`config.mk`:
```
export PLATFORM = sky130hd
export DESIGN_NAME = vending_change_dispenser
export DESIGN_NICKNAME = d
export VERILOG_FILES = /design/src/rtl/vending_change_dispenser.sv
export SDC_FILE = /design/constraint.sdc
export NUM_CORES = 1
export LEC_CHECK = 0
export BUFFER_PORTS_ARGS = -buffer_cell sky130_fd_sc_hd__buf_2
export CAP_MARGIN = 40
export CORE_AREA = 2 2 77 79
export DETAILED_ROUTE_END_ITERATION = 12
export DIE_AREA = 0 0 79 81
export MAX_ROUTING_LAYER = met4
export REMOVE_ABC_BUFFERS = 1
export SYNTH_ARGS = -nofsm -noshare
export SYNTH_HDL_FRONTEND = slang
export SYNTH_SLANG_ARGS = --single-unit
```
`constraint.sdc`:
```
create_clock -name clk -period 4.85 [get_ports clk]
set_clock_uncertainty 0.15 [all_clocks]
set_input_delay 0.97 -clock clk [delete_from_list [all_inputs] [get_ports clk]]
set_output_delay 0.97 -clock clk [all_outputs]
set_load 0.02 [all_outputs]
```
`src/rtl/vending_change_dispenser.sv`:
```
// Purpose: greedy coin-output engine; turns a cents amount into a sequence of 5/10/25/100c coins for the ejector.
// Latency: first coin presented 1 cycle after start is accepted; coin pitch is GAP_CYCLES+2 cycles with coin_ready held high.
// Backpressure: coin_valid/coin_out are held stable until coin_ready; abort cancels at once from any non-idle state.
module vending_change_dispenser #(
    parameter int AMT_W      = 8,
    parameter int GAP_CYCLES = 5,
    parameter int CNT_W      = 6
) (
    input  logic             clk,
    input  logic             reset,
    input  logic             start,
    input  logic [AMT_W-1:0] amount,
    input  logic             abort,
    input  logic             coin_ready,
    output logic             coin_valid,
    output logic [1:0]       coin_out,
    output logic             busy,
    output logic             done,
    output logic             error,
    output logic [CNT_W-1:0] coins_issued
);

    // Gap counter must hold GAP_CYCLES; keep at least one bit so GAP_CYCLES=0/1 still elaborate.
    localparam int GAP_W = (GAP_CYCLES < 2) ? 1 : $clog2(GAP_CYCLES + 1);

    // Coin codes shared with the coin-input path.
    localparam logic [1:0] CODE_5   = 2'b00;
    localparam logic [1:0] CODE_10  = 2'b01;
    localparam logic [1:0] CODE_25  = 2'b10;
    localparam logic [1:0] CODE_100 = 2'b11;

    localparam logic [AMT_W-1:0] VAL_5   = AMT_W'(5);
    localparam logic [AMT_W-1:0] VAL_10  = AMT_W'(10);
    localparam logic [AMT_W-1:0] VAL_25  = AMT_W'(25);
    localparam logic [AMT_W-1:0] VAL_100 = AMT_W'(100);

    typedef enum logic [2:0] {
        S_IDLE,
        S_CHECK,
        S_ISSUE,
        S_GAP,
        S_DONE
    } state_t;

    state_t           state;
    logic [AMT_W-1:0] remaining;
    logic [GAP_W-1:0] gap_cnt;

    logic [1:0]       sel_code;
    logic [AMT_W-1:0] presented_val;
    logic             rem_bad;
    logic             rem_zero;

    // Greedy pick of the largest coin that fits in what is still owed.
    always_comb begin
        sel_code = CODE_5;
        if (remaining >= VAL_100) begin
            sel_code = CODE_100;
        end else if (remaining >= VAL_25) begin
            sel_code = CODE_25;
        end else if (remaining >= VAL_10) begin
            sel_code = CODE_10;
        end
    end

    // Value of the coin currently on coin_out, used to retire it from remaining on acceptance.
    always_comb begin
        presented_val = VAL_5;
        case (coin_out)
            CODE_10:  presented_val = VAL_10;
            CODE_25:  presented_val = VAL_25;
            CODE_100: presented_val = VAL_100;
            default:  presented_val = VAL_5;
        endcase
    end

    // Amounts that are not a multiple of 5c can never be paid out exactly.
    always_comb begin
        rem_bad  = (remaining % VAL_5) != '0;
        rem_zero = (remaining == '0);
    end

    // Request sequencer with registered outputs; abort overrides every other transition.
    always_ff @(posedge clk or posedge reset) begin
        if (reset) begin
            state        <= S_IDLE;
            remaining    <= '0;
            gap_cnt      <= '0;
            coin_valid   <= 1'b0;
            coin_out     <= CODE_5;
            busy         <= 1'b0;
            done         <= 1'b0;
            error        <= 1'b0;
            coins_issued <= '0;
        end else if (abort && (state != S_IDLE)) begin
            // coins_issued and error are left alone so the controller can see how far it got.
            state      <= S_IDLE;
            remaining  <= '0;
            coin_valid <= 1'b0;
            busy       <= 1'b0;
            done       <= 1'b0;
        end else begin
            case (state)
                S_IDLE: begin
                    done <= 1'b0;
                    if (start) begin
                        remaining    <= amount;
                        error        <= 1'b0;
                        coins_issued <= '0;
                        busy         <= 1'b1;
                        state        <= S_CHECK;
                    end
                end

                S_CHECK: begin
                    if (rem_bad) begin
                        error <= 1'b1;
                        done  <= 1'b1;
                        state <= S_DONE;
                    end else if (rem_zero) begin
                        done  <= 1'b1;
                        state <= S_DONE;
                    end else begin
                        coin_out   <= sel_code;
                        coin_valid <= 1'b1;
                        state      <= S_ISSUE;
                    end
                end

                S_ISSUE: begin
                    // coin_out is only loaded in CHECK, so it stays stable across backpressure.
                    if (coin_valid && coin_ready) begin
                        // Greedy selection guarantees presented_val <= remaining, so no underflow.
                        remaining  <= remaining - presented_val;
                        coin_valid <= 1'b0;
                        if (coins_issued != '1) begin
                            coins_issued <= coins_issued + CNT_W'(1);
                        end
                        if (GAP_CYCLES == 0) begin
                            state <= S_CHECK;
                        end else begin
                            gap_cnt <= GAP_W'(GAP_CYCLES);
                            state   <= S_GAP;
                        end
                    end
                end

                S_GAP: begin
                    // Leaving on the count of 1 makes the gap exactly GAP_CYCLES cycles long.
                    gap_cnt <= gap_cnt - GAP_W'(1);
                    if (gap_cnt <= GAP_W'(1)) begin
                        state <= S_CHECK;
                    end
                end

                S_DONE: begin
                    done  <= 1'b0;
                    busy  <= 1'b0;
                    state <= S_IDLE;
                end

                default: begin
                    state      <= S_IDLE;
                    coin_valid <= 1'b0;
                    busy       <= 1'b0;
                    done       <= 1'b0;
                end
            endcase
        end
    end

endmodule

```
## Word level (Yosys, flattened, before mapping)

Index checks and enable logic that the tools add are counted.

- Output and inout port bits: 12
- Input bits: 13
- Logic and storage cells: 99
- Register bits: 26

- Magnitude comparators: 4
- Equality and inequality tests: 21
- Muxes and demuxes: 36
- Divide/modulo/power cells: 1
- Add/subtract/negate cells: 3
- Reductions and logical operators: 22
- Bitwise logic cells: 3

Operators with widths:

| kind | count |
|---|---|
| $mux W8 | 3 |
| $mux W3 | 7 |
| $pmux W7 S3 | 1 |
| $mux W6 | 3 |
| $pmux W8 S2 | 1 |
| $ne A3 B3 Y1 const B | 5 |
| $mux W1 | 12 |
| $pmux W3 S4 | 1 |
| $pmux W6 S2 | 1 |
| $reduce_and A4 Y1 | 3 |
| $reduce_and A3 Y1 | 3 |
| $ge A8 B4 Y1 const B | 1 |
| $ge A8 B5 Y1 const B | 1 |
| $ge A8 B7 Y1 const B | 1 |
| $logic_not A8 Y1 | 1 |
| $mod A8 B3 Y8 const B | 1 |
| $ne A2 B2 Y1 const B | 4 |
| $reduce_bool A8 Y1 | 1 |
| $sub A8 B8 Y8 | 1 |
| $add A6 B1 Y6 const B | 1 |
| $eq A3 B2 Y1 const B | 2 |
| $ne A2 B1 Y1 const B | 3 |
| $ne A6 B6 Y1 const B | 1 |
| $pmux W1 S2 | 3 |
| other kinds (19) | 29 |

## Depth between registers and ports, before layout

- Depth after elaboration: 6
- Depth in mapped cells: 13
- Depth with buffers taken out: 13

## Worst setup path before layout

No wires, ideal clock.

- Path kind: reg2reg
- From: register remaining[7]
- To: register coin_out[0]
- Slack: 1.900 ns
- Path buffers: 2
- Data required time: 4.575 ns
- Arrival time: 2.675 ns
- Clock period less this slack: 2.950 ns
- Cell stages (with the launch flop): 14
- Cell sequence: dfrtp_1 > buf_6 > buf_6 > or3_1 > a21oi_1 > o31ai_2 > and3_1 > ha_1 > nor2_1 > nand3_1 > o2111a_1 > a311oi_2 > nor3_2 > mux2_4

- Word-level cells in the longest chain between the ends: 4
- Elaborated cells on any way between the ends: 12

Ends and longest elaborated chain:

| element | line | RTL |
|---|---|---|
| from (decl) | 46 | `logic [AMT_W-1:0] remaining;` |
| from (signal assigned) | 107 | `remaining <= amount;` |
| from (signal assigned) | 134 | `remaining <= remaining - presented_val;` |
| $mod A8 B3 Y8 / $ge A8 B4 Y1 (equally long branches) | 79, 61 |  |
| $reduce_bool A8 Y1 / $mux W1 (equally long branches) | 79, 61 |  |
| $not A1 Y1 (no source line) / $mux W2 (equally long branches) | -- |  |
| $reduce_and A4 Y1 (no source line) / $mux W2 (equally long branches) | -- |  |
| to (signal assigned) | 124 | `coin_out <= sel_code;` |
| to (decl) | 16 | `output logic [1:0] coin_out,` |

Several ways; a longest one is shown, not always the timed one.
A chain may end at the register's enable or synchronous reset.

## Worst setup path after layout

Ends and elaborated chain as after synthesis.

==> impl_metrics.json <==
{
  "first_pass_iters": 4,
  "drv_cap": 0,
  "cts-root-buf": "clkbuf_8",
  "drc": 0,
  "cp.required_ns": 4.86,
  "ys.flop_type": "dfrtp_1",
  "grt_pass1_wl_um": 10000,
  "syn_avg_cell_area_sq_um": 8.39,
  "async_reset_ff_share_pct": 100,
  "tns_ns": 0,
  "drt_wl_total_um": 5850,
  "grt_pass1_vias": 2075,
  "post-route-min-period_ns": 3.61,
  "ys_seq_area_share_pct": 25.3,
  "grt_max_degree": 29,
  "num_antenna_cells": 0,
  "wl_per_cell_um": 15.0,
  "slew_violations": 0,
  "antenna_found_initial": 0,
  "final_nets": 344,
  "crit_family": "simple AND/OR/NAND/NOR gates",
  "max_freq_ghz": 0.277,
  "num_vias": 2221,
  "numPortBuffers": 24,
  "critPathMaxFanout": 26,
  "ys_seq_elements": 26,
  "synth_edf_count": 0,
  "clock-sinks": 26,
  "num-fill-cells": 592,
  "ant_nets": 0,
  "cts_max_level": 1,
  "vias_per_cell": 5.71,
  "grt-ovfl-total": 0,
  "ys_warn_count": 0,
  "cts_buffers": 3,
  "mostFrequentLayoutCells": "26 x dfrtp_1, 25 x nor2_1, 24 x buf_2, 23 x nand2_1, 23 x inv_1",
  "initial_core_util_pct": 45.2,
  "cts_tree": "built",
  "floorplan.die.width_um": 79,
  "place_congestion": 0.891,
  "rows": 28,
  "cpPeakStageDelay_ns": 0.87,
  "dp_hpwl_um": 4420,
  "dp_slack_ns": 1.30,
  "clk_latency_ns": 0.27,
  "final_cells": 389,
  "crit_top_cell": "and3_1",
  "slew_headroom_pct": 45.2,
  "syn_area_sq_mm": 0.00257,
  "min_period_over_period_pct": 74.4,
  "yosysUniqueCellTypes": 72,
  "final_core_util_pct": 48.3,
  "endpoint_kind": "flip-flop",
  "cp.arrival_ns": 3.62,
  "worstMarginPinSlew_ns": 0.823,
  "cp.buffers_inverters": 0,
  "cp_slowest_cell": "dfrtp_1",
  "p_per_area_mw_per_mm2": 699,
  "die-area_sq_mm": 0.00640,
  "setup_viol": 0,
  "synthCells": 306,
  "fin_ws_ns": 1.24,
  "path_cells": "nor3_1 -> and3_1 -> o31ai_2 -> and3_1 -> ha_1 -> nor3b_2 -> mux2i_1 -> o211ai_2 -> nor3_2 -> mux2_4",
  "clockBufferDepth": 2,
  "worstSetupPathType": "flip-flop to flip-flop",
  "p_leak_nw": 1.20,
  "vdd_drop_max_mv": 0.364,
  "dp.cells": 385,
  "rsz0062_at_grt": "no",
  "finalHoldViolations": 0,
  "cts_resized": 0,
  "placed_area_sq_mm": 0.00269,
  "die_h_um": 81,
  "status": "finished clean",
  "ios": 25,
  "post-route-cell-area_sq_mm": 0.00274,
  "grt_usage_pct": 19.9,
  "core_sq_mm": 0.00568,
  "syn2layout_area_growth_pct": 6.82,
  "final_common_cell": "dfrtp_1",
  "drive_gt1_share_pct": 17.2,
  "cts_setup_buffers": 0,
  "drt_first_iter_violations": 147,
  "cts.clk_slew.worst_paths_ns": 0.09,
  "hold_buffers": 0,
  "start_kind": "flip-flop",
  "hold_class": "flip-flop to flip-flop"
}
-- cell usage after synthesis, types with 3 or more instances --
| cell type | count | area share [%] |
|---|---|---|
| o21ai_0 | 18 | 3.5 |
| buf_6 | 5 | 2.2 |
| ha_1 | 15 | 7.3 |
| a21oi_1 | 15 | 2.9 |
| dfrtp_1 | 26 | 25 |
| nand3_1 | 9 | 1.8 |
| a21o_1 | 3 | 0.88 |
| buf_4 | 7 | 2.0 |
| o31ai_1 | 5 | 1.5 |
| nor2b_1 | 7 | 1.7 |
| nand2b_1 | 4 | 0.97 |
| nand3b_1 | 3 | 0.88 |
| or2_2 | 5 | 1.2 |
| and2_1 | 3 | 0.73 |
| and3_1 | 4 | 0.97 |
| inv_1 | 23 | 3.4 |
| mux2i_1 | 3 | 1.2 |
| nor3b_1 | 4 | 1.2 |
| or3_1 | 4 | 0.97 |
| a22o_1 | 5 | 1.7 |
| a31oi_1 | 8 | 1.9 |
| xnor2_1 | 5 | 1.7 |
| nor2_1 | 25 | 3.7 |
| nor3_1 | 8 | 1.6 |
| nor4b_1 | 3 | 1.0 |
| nand2_1 | 23 | 3.4 |
| xor2_1 | 3 | 1.0 |
| clkbuf_1 | 8 | 1.2 |
-- final timing paths --
kind                            slack (ns)  cells past startpoint                      from                           to
worst max register to register        1.24                     10  remaining[7]$_DFFE_PP0P_      coin_out[0]$_DFFE_PP0P_
worst max-delay path                  1.24                     10  remaining[7]$_DFFE_PP0P_      coin_out[0]$_DFFE_PP0P_
max in group asynchronous             3.54                      3                     reset      coin_out[0]$_DFFE_PP0P_
worst min-delay path                  0.34                      1    gap_cnt[0]$_DFFE_PP0P_       gap_cnt[0]$_DFFE_PP0P_
min in group asynchronous             0.56                      2                     reset  coins_issued[3]$_DFFE_PP0P_
worst min register to register        0.34                      1    gap_cnt[0]$_DFFE_PP0P_       gap_cnt[0]$_DFFE_PP0P_
-- cell type report --
cell class | count | area (sq um) | area share, %
Inverter | 23 | 86.3 | 3.15
Clock buffer | 4 | 55.1 | 2.01
Sequential cell | 26 | 651 | 23.7
Multi-Input combinational cell | 235 | 1680 | 61.3
Timing Repair Buffer | 26 | 175 | 6.39
Tap cell | 75 | 93.8 | 3.42
-- power by group --
part | total (mW) | internal, mW | switching (mW) | leakage (nW)
clock | 0.143 | 0.0727 | 0.0704 | 0.0288
sequential | 0.484 | 0.286 | 0.198 | 0.340
combinational | 1.29 | 0.571 | 0.720 | 0.832
total | 1.92 | 0.930 | 0.988 | 1.20
-- kinds of logic after synthesis --
group / share of synthesized area (%)
mux: 1.75
simple gates: 25.0
xor+xnor: 4.00
fa+ha+maj: 8.09
buf+inv: 9.16
compound gates: 26.7
flops: 25.3
-- sequential cells by signal (all words and copies together) (netlist names) --
signal	cells
error	1
busy	1
state	3
done	1
coin_valid	1
gap_cnt	3
coin_out	2
coins_issued	6
remaining	8
-- routing by layer --
metal  wire length (um)  vias up  GRT usage (%)
li1                   -     1117              -
met1               2780     1062           26.3
met2               2880       32           33.5
met3                117       10           1.78
met4                 75        0           4.48
met5                  0        -              -
-- metrics by stage --
step | hold slack, ns | power (mW)
finish | 0.339 | 1.92
global route | 0.374 | 2.11
CTS | 0.344 | 1.92
detailed placement | 0.328 | 1.77
global placement | 0.326 | 1.73
floorplan | 0.306 | 1.44
(Power assumes the default switching activity.)
